===== config.mk =====
export PLATFORM = sky130hd
export DESIGN_NAME = branch_predict_unit
export DESIGN_NICKNAME = d
export VERILOG_FILES = /design/src/rtl/bpu_pkg.sv /design/src/rtl/bpu_btb.sv /design/src/rtl/branch_predict_unit.sv
export SDC_FILE = /design/constraint.sdc
export NUM_CORES = 2
export LEC_CHECK = 0
export ABC_AREA = 0
export BUFFER_PORTS_ARGS = -buffer_cell sky130_fd_sc_hd__buf_2
export CAP_MARGIN = 20
export CORE_UTILIZATION = 50
export CTS_BUF_LIST = sky130_fd_sc_hd__clkbuf_8 sky130_fd_sc_hd__clkbuf_16
export CTS_CLUSTER_DIAMETER = 120
export DETAILED_ROUTE_END_ITERATION = 12
export PLACE_DENSITY_LB_ADDON = 0.2
export SYNTH_ARGS = -nofsm -noshare
export SYNTH_HDL_FRONTEND = slang
export SYNTH_HIERARCHICAL = 1
export SYNTH_SLANG_ARGS = --single-unit

===== constraint.sdc =====
create_clock -name clk -period 8.5 [get_ports clk]
set_clock_uncertainty 0.1 [all_clocks]
set_input_delay 1.7 -clock clk [delete_from_list [all_inputs] [get_ports clk]]
set_output_delay 1.7 -clock clk [all_outputs]
set_load 0.02 [all_outputs]

===== src/rtl/bpu_pkg.sv =====
// bpu_pkg: opcodes, shadow-slot flag type and saturating-counter helpers
// shared by branch_predict_unit and its BTB.
package bpu_pkg;

    localparam logic [6:0] OP_BRANCH = 7'b1100011;
    localparam logic [6:0] OP_JAL    = 7'b1101111;

    // Control bits of one shadow slot. The target, PHT index and GHR snapshot
    // travel beside it in arrays sized by the top's parameters.
    typedef struct packed {
        logic valid;
        logic taken;
        logic is_branch;
    } slot_flags_t;

    // Weakly not-taken: 2^(width-1)-1, returned zero-extended to 4 bits.
    function automatic logic [3:0] ctr_reset_val(input int unsigned width);
        return 4'((32'd1 << (width - 1)) - 32'd1);
    endfunction

    function automatic logic [3:0] ctr_inc(input logic [3:0] ctr, input int unsigned width);
        logic [3:0] max_v;
        max_v = 4'((32'd1 << width) - 32'd1);
        return (ctr == max_v) ? ctr : ctr + 4'd1;
    endfunction

    function automatic logic [3:0] ctr_dec(input logic [3:0] ctr);
        return (ctr == 4'd0) ? ctr : ctr - 4'd1;
    endfunction

endpackage


===== src/rtl/bpu_btb.sv =====
// bpu_btb: direct-mapped branch target buffer. Combinational read, write at
// the clock edge, synchronous active-low clear of the valid bits.
module bpu_btb #(
    parameter int DATA_WIDTH = 32,
    parameter int BTB_DEPTH  = 16
) (
    input  logic                  clk,
    input  logic                  rst,
    input  logic [DATA_WIDTH-1:0] rd_pc_i,
    output logic                  rd_hit_o,
    output logic [DATA_WIDTH-1:0] rd_target_o,
    input  logic                  wr_en_i,
    input  logic [DATA_WIDTH-1:0] wr_pc_i,
    input  logic [DATA_WIDTH-1:0] wr_target_i
);
    localparam int IDX_W = $clog2(BTB_DEPTH);
    localparam int TAG_W = DATA_WIDTH - IDX_W - 2;

    logic [BTB_DEPTH-1:0]  valid_q;
    logic [TAG_W-1:0]      tag_q    [BTB_DEPTH];
    logic [DATA_WIDTH-1:0] target_q [BTB_DEPTH];

    logic [IDX_W-1:0] rd_idx;
    logic [IDX_W-1:0] wr_idx;
    logic [TAG_W-1:0] rd_tag;
    logic [TAG_W-1:0] wr_tag;
    logic             unused_bits;

    assign rd_idx      = rd_pc_i[IDX_W+1:2];
    assign rd_tag      = rd_pc_i[DATA_WIDTH-1:IDX_W+2];
    assign wr_idx      = wr_pc_i[IDX_W+1:2];
    assign wr_tag      = wr_pc_i[DATA_WIDTH-1:IDX_W+2];
    assign rd_hit_o    = valid_q[rd_idx] && (tag_q[rd_idx] == rd_tag);
    assign rd_target_o = target_q[rd_idx];
    assign unused_bits = ^{rd_pc_i[1:0], wr_pc_i[1:0]};

    // Valid bits: cleared by reset, set by a training write.
    always_ff @(posedge clk) begin
        if (!rst) begin
            valid_q <= '0;
        end else if (wr_en_i) begin
            valid_q[wr_idx] <= 1'b1;
        end
    end

    // Tag and target payload; a write coinciding with reset is dropped.
    always_ff @(posedge clk) begin
        if (rst && wr_en_i) begin
            tag_q[wr_idx]    <= wr_tag;
            target_q[wr_idx] <= wr_target_i;
        end
    end

endmodule


===== src/rtl/branch_predict_unit.sv =====
// branch_predict_unit: dynamic branch predictor with counter PHT, BTB and a
// shadow pipeline carrying each prediction to MEM for verdict and training.
// Optional feature: define BPU_GSHARE_EN to hash a global history register
// into the PHT index.
module branch_predict_unit
    import bpu_pkg::*;
#(
    parameter int DATA_WIDTH     = 32,
    parameter int PHT_DEPTH      = 64,
    parameter int CTR_WIDTH      = 2,
    parameter int BTB_DEPTH      = 16,
    parameter int RESOLVE_STAGES = 3,
    parameter int GHR_WIDTH      = 6
) (
    input  logic                  clk,
    input  logic                  rst,
    input  logic                  hold,
    input  logic                  stall,
    input  logic [DATA_WIDTH-1:0] pc_F,
    input  logic [DATA_WIDTH-1:0] instr_F,
    output logic                  prediction,
    output logic [DATA_WIDTH-1:0] label,
    input  logic                  res_valid,
    input  logic                  res_taken,
    input  logic [DATA_WIDTH-1:0] res_target,
    input  logic [DATA_WIDTH-1:0] res_pc,
    output logic                  correct,
    output logic                  error,
    output logic [DATA_WIDTH-1:0] new_label
);
    localparam int PHT_IDX_W = $clog2(PHT_DEPTH);
    localparam int LAST      = RESOLVE_STAGES - 1;
    localparam logic [CTR_WIDTH-1:0] CTR_RST = CTR_WIDTH'(ctr_reset_val(CTR_WIDTH));

    if (GHR_WIDTH < 2 || GHR_WIDTH > PHT_IDX_W || RESOLVE_STAGES < 2 ||
        CTR_WIDTH < 1 || CTR_WIDTH > 4 || PHT_DEPTH < 4) begin : g_param_check
        $error("branch_predict_unit: illegal parameter combination");
    end

    logic [CTR_WIDTH-1:0]  pht_q   [PHT_DEPTH];
    slot_flags_t           flags_q [RESOLVE_STAGES];
    logic [DATA_WIDTH-1:0] tgt_q   [RESOLVE_STAGES];
    logic [PHT_IDX_W-1:0]  idx_q   [RESOLVE_STAGES];
`ifdef BPU_GSHARE_EN
    logic [GHR_WIDTH-1:0]  ghr_q;
    logic [GHR_WIDTH-1:0]  snap_q  [RESOLVE_STAGES];
`endif

    logic                  is_br_f;
    logic                  is_jal_f;
    logic                  btb_hit_f;
    logic                  taken_f;
    logic [DATA_WIDTH-1:0] btb_tgt_f;
    logic [DATA_WIDTH-1:0] label_f;
    logic [PHT_IDX_W-1:0]  idx_f;
    slot_flags_t           capture_f;

    logic                  verdict_en;
    logic                  mispredict;
    logic                  train_ctr;
    logic                  btb_wr_en;
    logic [CTR_WIDTH-1:0]  ctr_d;
    logic                  unused_bits;

    assign unused_bits = ^instr_F[DATA_WIDTH-1:7];

    bpu_btb #(
        .DATA_WIDTH (DATA_WIDTH),
        .BTB_DEPTH  (BTB_DEPTH)
    ) u_btb (
        .clk         (clk),
        .rst         (rst),
        .rd_pc_i     (pc_F),
        .rd_hit_o    (btb_hit_f),
        .rd_target_o (btb_tgt_f),
        .wr_en_i     (btb_wr_en),
        .wr_pc_i     (res_pc),
        .wr_target_i (res_target)
    );

    // Fetch-side predecode and lookup against the pre-edge table contents.
    always_comb begin
        is_br_f  = (instr_F[6:0] == OP_BRANCH);
        is_jal_f = (instr_F[6:0] == OP_JAL);
`ifdef BPU_GSHARE_EN
        idx_f    = pc_F[PHT_IDX_W+1:2] ^ PHT_IDX_W'(ghr_q);
`else
        idx_f    = pc_F[PHT_IDX_W+1:2];
`endif
        taken_f   = btb_hit_f & (is_jal_f | (is_br_f & pht_q[idx_f][CTR_WIDTH-1]));
        label_f   = taken_f ? btb_tgt_f : pc_F + DATA_WIDTH'(4);
        capture_f = '{valid: is_br_f | is_jal_f, taken: taken_f, is_branch: is_br_f};
    end

    assign prediction = taken_f;
    assign label      = label_f;

    // MEM verdict from the oldest slot, plus the counter's trained value.
    always_comb begin
        verdict_en = res_valid & flags_q[LAST].valid;
        mispredict = (flags_q[LAST].taken != res_taken) ||
                     (flags_q[LAST].taken && res_taken && (tgt_q[LAST] != res_target));
        train_ctr  = verdict_en & flags_q[LAST].is_branch;
        btb_wr_en  = res_valid & res_taken;
        ctr_d      = res_taken ? CTR_WIDTH'(ctr_inc(4'(pht_q[idx_q[LAST]]), CTR_WIDTH))
                               : CTR_WIDTH'(ctr_dec(4'(pht_q[idx_q[LAST]])));
    end

    assign error     = verdict_en & mispredict;
    assign correct   = verdict_en & ~mispredict;
    assign new_label = res_taken ? res_target : res_pc + DATA_WIDTH'(4);

    // Slot flags: a flush beats hold/stall; the MEM slot under hold keeps its
    // instruction, otherwise it would inherit a wrong-path entry and is cleared.
    always_ff @(posedge clk) begin
        if (!rst) begin
            for (int i = 0; i < RESOLVE_STAGES; i++) flags_q[i] <= '0;
        end else if (error) begin
            for (int i = 0; i < LAST; i++) flags_q[i] <= '0;
            if (!hold) flags_q[LAST] <= '0;
        end else if (!hold) begin
            for (int i = 2; i < RESOLVE_STAGES; i++) flags_q[i] <= flags_q[i-1];
            if (stall) begin
                flags_q[1] <= '0;
            end else begin
                flags_q[1] <= flags_q[0];
                flags_q[0] <= capture_f;
            end
        end
    end

    // Slot payload follows the same movement; contents of invalid slots are don't-care.
    always_ff @(posedge clk) begin
        if (!hold && !error) begin
            for (int i = 1; i < RESOLVE_STAGES; i++) begin
                tgt_q[i] <= tgt_q[i-1];
                idx_q[i] <= idx_q[i-1];
`ifdef BPU_GSHARE_EN
                snap_q[i] <= snap_q[i-1];
`endif
            end
            if (!stall) begin
                tgt_q[0] <= label_f;
                idx_q[0] <= idx_f;
`ifdef BPU_GSHARE_EN
                snap_q[0] <= ghr_q;
`endif
            end
        end
    end

    // Counter training at the index carried with the resolving branch.
    always_ff @(posedge clk) begin
        if (!rst) begin
            for (int i = 0; i < PHT_DEPTH; i++) pht_q[i] <= CTR_RST;
        end else if (train_ctr) begin
            pht_q[idx_q[LAST]] <= ctr_d;
        end
    end

`ifdef BPU_GSHARE_EN
    // Speculative history; repaired from the carried snapshot on a mispredict.
    always_ff @(posedge clk) begin
        if (!rst) begin
            ghr_q <= '0;
        end else if (error) begin
            ghr_q <= {snap_q[LAST][GHR_WIDTH-2:0], res_taken};
        end else if (!hold && !stall && is_br_f) begin
            ghr_q <= {ghr_q[GHR_WIDTH-2:0], taken_f};
        end
    end
`endif

endmodule

== Word level (Yosys, flattened, before mapping) ==
Memory sizes are Yosys's and may differ from the RTL's.
Cells that the tools add are included.
W data, S select, Z words.
Storage, ports and cells
  RAM bits: 1179
  output and inout bits: 67
  register bits: 16
  logic and storage cells: 98
  memories: 6
Memories
  u_btb.target_q: words 16, width 32, rd ports 1, clocked after Yosys merged registers in 0, wr ports 1, line bpu_btb.sv:21  | logic [DATA_WIDTH-1:0] target_q [BTB_DEPTH];
  u_btb.tag_q: words 16, width 26, rd ports 1, clocked after Yosys merged registers in 0, wr ports 1, line bpu_btb.sv:20  | logic [TAG_W-1:0] tag_q [BTB_DEPTH];
  pht_q: words 64, width 2, rd ports 2, clocked after Yosys merged registers in 0, wr ports 64, line branch_predict_unit.sv:40  | logic [CTR_WIDTH-1:0] pht_q [PHT_DEPTH];
  tgt_q: words 3, width 32, rd ports 3, clocked after Yosys merged registers in 0, wr ports 3, line branch_predict_unit.sv:42  | logic [DATA_WIDTH-1:0] tgt_q [RESOLVE_STAGES];
  idx_q: words 3, width 6, rd ports 3, clocked after Yosys merged registers in 0, wr ports 3, line branch_predict_unit.sv:43  | logic [PHT_IDX_W-1:0] idx_q [RESOLVE_STAGES];
  flags_q: words 3, width 3, rd ports 3, clocked after Yosys merged registers in 0, wr ports 3, line branch_predict_unit.sv:41  | slot_flags_t flags_q [RESOLVE_STAGES];
Operators by class
  $lt $le $gt $ge: 3
  reduce and logical (&&, ||, !) cells: 11
  bitwise operators: 18
  add/subtract/negate cells: 4
  equality and inequality tests: 6
  multiplexer cells: 49
Operators by type and width (count)
  $add A32 B3 Y32 const B: 2
  $mux W32: 2
  $mux W1: 33
  $ne A32 B32 Y1: 1
  $eq A26 B26 Y1: 1
  $mux W3: 7
  $or A16 B16 Y16: 1
  $eq A7 B7 Y1 const B: 2
  $lt A4 B5 Y1 const B: 2
  $or A1 B1 Y1: 9
  $mux W2: 4
  $and A1 B1 Y1: 7
  $logic_and A1 B1 Y1: 6
  $mux W6: 1
  $bmux W1 S4: 1
  $demux W1 S4: 1
  $ge A4 B1 Y1 const B: 1
  $add A2 B1 Y2 const B: 1
  $eq A2 B2 Y1 const B: 1
  $logic_not A1 Y1: 2
  $logic_not A2 Y1: 1
  $reduce_or A2 Y1: 1
  $sub A2 B1 Y2 const B: 1
  $logic_or A1 B1 Y1: 1
  other kinds (2): 2

== Logic depth before layout (Yosys ltp) ==
  depth in word-level cells: 10
  depth in mapped cells: 18
  depth with buffers taken out: 10

== Hierarchy ==
The synthesis kept the hierarchy.
Modules (own cells, without submodules)
  bpu_btb: area each 36530.0 um^2, cells each 1578, instances 1
  branch_predict_unit: area each 13108.8 um^2, cells each 1065, instances 1

== Least setup slack after synthesis ==
Ideal clock, no wire load.
  kind: input to register
  start point: in res_taken
  end point: mem u_btb/tag_q[0][0] in the netlist's numbering, enable pin
  library setup time: 0.548 ns
  required time: 7.852 ns
  stages: 6
  path slack: 0.999 ns
  arrival: 6.853 ns
  path buffers: 2
  cells stage by stage: clkbuf_1 -> clkbuf_1 -> and2_1 -> nand2_1 -> or3_1 -> nor3_1
Between the ends
  longest elaborated chain between the ends: 4
RTL lines
  start, declared: line branch_predict_unit.sv:24  | input logic res_taken,
  $and A1 B1 Y1: line branch_predict_unit.sv:104  | btb_wr_en = res_valid & res_taken;
  named net btb_wr_en: line branch_predict_unit.sv:61  | logic btb_wr_en;
  $logic_and A1 B1 Y1: line bpu_btb.sv:48  | if (rst && wr_en_i) begin
  $mux W1: line bpu_btb.sv:48
  $mux W1 (not written as such): line bpu_btb.sv:49  | tag_q[wr_idx] <= wr_tag;
  end, declared: line bpu_btb.sv:20
The timed path passes the listed nets, and every way through them passes these cells.

== Final worst setup path ==
  start point: in pc_F[2]
  end point: out label[31]
Between the ends
  longest elaborated chain between the ends: 5
  elaborated cells between the ends (all ways): 12
  those cells by class: 1 x add/sub; 1 x eq/ne; 3 x mux; 3 x bitwise; 1 x reduce/logical; 3 x memory
RTL lines
  start, declared: line branch_predict_unit.sv:19  | input logic [DATA_WIDTH-1:0] pc_F,
  $mem_v2 Z16 W26 / $bmux W1 S4 (equally long branches)
  $eq A26 B26 Y1 / $mux W1 (equally long branches): line bpu_btb.sv:33  | assign rd_hit_o = valid_q[rd_idx] && (tag_q[rd_idx] == rd_tag);
  $logic_and A1 B1 Y1 (*): line bpu_btb.sv:33
  named net btb_hit_f: line branch_predict_unit.sv:51  | logic btb_hit_f;
  $and A1 B1 Y1 (*): line branch_predict_unit.sv:90  | taken_f = btb_hit_f & (is_jal_f | (is_br_f & pht_q[idx_f][CTR_WIDTH-1]));
  $mux W32 (*): line branch_predict_unit.sv:91  | label_f = taken_f ? btb_tgt_f : pc_F + DATA_WIDTH'(4);
  end, declared: line branch_predict_unit.sv:22  | output logic [DATA_WIDTH-1:0] label,
The timed path passes the listed nets; every way through them passes the cells marked *. The select of a mux whose other input is x is not followed.

==> impl_metrics.tcl <==
set metrics [dict create \
    status "finished, final reports clean" \
    start_util_pct 50.4 \
    htreeDepth 3 \
    clk_pin_slew_ps 60 \
    drive_gt1_share_pct 26.8 \
    hold_viol 0 \
    synth_cell_types 72 \
    cap_violations 0 \
    cts-buffers-inserted 118 \
    clockBufferDepth 3 \
    antenna_found_initial 25 \
    pin_count 201 \
    cp_max_fo 47 \
    grt_usage_pct 26.5 \
    layout_commonest_cell "edfxtp_1" \
    area_delta_synth_final_pct 12.8 \
    timing_max_transition_violations_final 0 \
    cts_root_buffer "clkbuf_16" \
    path_cells "buf_12 > buf_4 > mux4_2 > mux2i_1 > nor3_1 > a2111oi_1 > o2111ai_1 > or4_1 > nor4_4 > buf_4 > inv_1 > or3b_2 > buf_12 > mux2_2 > buf_2" \
    ff2ff_setup_slack_ps 3680 \
    clk_latency_ps 710 \
    hp-start "idx_q[0][3]" \
    ys_ff_latch 1195 \
    die_w_um 317 \
    cts.sinks 1195 \
    wl_per_cell_um 31.0 \
    drtAntennaViolNets 0 \
    r2r.worst_path.cells 12 \
    holdPathStages 0 \
    rsz0062_at_grt "false" \
    die_area_mm2 0.101 \
    slowest_delay_ps 620 \
    crit_path_start_kind "input pin" \
    grt_pass1_vias 27000 \
    fp-row-count 115 \
    hold_ws_ps 287 \
    critPathArrivalTime_ps 6470 \
    routed_via_density 6.43 \
    layout_common_cells "edfxtp_1, mux4_2, buf_2" \
    gp_congestion 0.959 \
    synthCells 2643 \
    finalSetupViolCount 0 \
    synth-seq-area-share_pct 72.0 \
    max_freq_ghz 0.121 \
    holdPathEnd "idx_q[0][9]" \
    synthTopCellsByArea "edfxtp_1, mux4_2, mux2i_1" \
    wirelength_um 132000 \
    synth-edff-count 1179 \
    grt_remaining_overflow 0 \
    die_h_um 317 \
    firstDrtPassIters 6 \
    ys_warn_count 6 \
    syn_area_per_cell_um2 18.8 \
    crit_path_end_kind "output port" \
    p_leak_nw 18.3 \
    synth-async-reset-ratio_pct 0 \
    worst_slew_pin_slew_ps 1160 \
    p_per_area_mw_per_mm2 222 \
    crit_slowest_cell "or4_1" \
    first_iter_violations 3730 \
    cts_tree "yes" \
    netlist_area_mm2 0.0496 \
    synth_top_area_share_pct 71.3 \
    relSlewSlack_pct 22.2 \
    required_ps 6700 \
    synth_fp_nets 2780 \
    hold_path.class "flop to flop" \
    fin_crit_ps 8270 \
    grt_start_max_net_pins 120 \
    fill_cells 7388 \
    finalSetupTns_ps 0 \
    fin_crit_sh_pct 97.3 \
    drc_errors 0 \
    num-nets-final 3005 \
    r2r-end "tgt_q[0][29]" \
    ys.flop_type "edfxtp_1" \
    timing.rr.start "u_btb/tag_q[2][0]" \
    portBuffers 175 \
    place_hpwl_um 80400 \
    cts-hold-fix-buffers 0 \
    vias 27300 \
    grt_pass1_wl_um 189000 \
    vdd_drop_max_mv 0.215 \
    synth_area_leader_cell "edfxtp_1" \
    critical_path_class "input pin to output port" \
    coreArea_mm2 0.0984 \
]
## how the worst max path moves through the flow
stage	slack (ps)	to	start	cells past startpoint
global route	120	label[21]	pc_F[2]	15
floorplan	1000	u_btb/tag_q[0][0]	res_taken	6
finish	230	label[31]	pc_F[2]	15
detailed placement	70	label[31]	pc_F[2]	15
CTS	60	label[31]	pc_F[2]	15
global placement	120	label[31]	pc_F[2]	14
## per-layer routing
layer | share of wire, % | vias up | track usage, %
met4 | 2.6 | 26 | 7.04
met5 | 0.13 | - | 0
met1 | 40 | 14300 | 38.3
met2 | 47 | 1540 | 40.8
li1 | - | 11200 | -
met3 | 11 | 250 | 6.31
## power breakdown
group | internal (W) | switching (W) | leakage [nW]
sequential | 0.00655 | 0.0000282 | 10.8
clock | 0.00283 | 0.00219 | 1.88
combinational | 0.000301 | 0.000552 | 5.63
## area by class of cell
type,count,area (µm²),share of cell area (%)
sequential,1195,35700,63.8
multi-input combinational,1261,13100,23.4
clock buffer,119,2980,5.32
timing repair buffer,265,1700,3.03
tap,1287,1610,2.88
clock inverter,90,734,1.31
inverter,27,103,0.183
antenna,5,12.5,0.0224
## cell families after synthesis
| kind of cell | Yosys count | synth area share, % |
|---|---|---|
| AO/OA/AOI/OAI | 215 | 2.73 |
| XOR/XNOR | 111 | 1.96 |
| adder cells (fa/ha/maj) | 5 | 0.116 |
| buffers and inverters | 187 | 1.91 |
| flip-flops | 1195 | 72.0 |
| multiplexers | 424 | 16.3 |
| AND/OR/NAND/NOR | 506 | 4.98 |
## stage by stage
step	cell area (µm²)	cells	setup WS, ps	power (W)	utilization, %
floorplan	49600	2643	999	0.00720	-
global placement	52100	4030	117	0.00752	53.0
detailed placement	52200	4034	72.6	0.00755	53.1
CTS	55900	4243	59.8	0.0125	56.8
global route	56000	4247	118	0.0128	56.9
finish	56000	4249	229	0.0125	56.9
## registers in the layout, summed over array words and instances (netlist names)
| register | cells |
|---|---|
| u_btb/valid_q | 16 |
| flags_q | 9 |
| tgt_q | 96 |
| idx_q | 18 |
| u_btb/target_q | 512 |
| pht_q | 128 |
| u_btb/tag_q | 416 |
## timing repair
| action | 4_1_cts | 5_1_grt |
|---|---|---|
| gates resized for setup | 0 | 2 |
| setup endpoints to repair | 0 | 32 |
| buffers inserted | 0 | 0 |
## worst max-delay path: cells and delay by family
family / cells / cell delay [ps]
compound gates: 2 / 550
buf+inv: 6 / 1210
simple gates: 4 / 1710
mux: 3 / 1120
## Yosys cell counts, drive strengths merged, types with 12 or more instances
cell type	instances
edfxtp	1179
mux4	291
nand2	149
o21ai	97
nand3	88
buf	86
mux2i	80
clkbuf	74
nor2	72
nor3	72
xor2	63
mux2	53
xnor2	48
nand4	33
inv	26
a21oi	20
o22ai	18
a21o	17
dfxtp	16
nor4	15
a22oi	12
nand2b	12
Power figures use the tool's default switching activity.
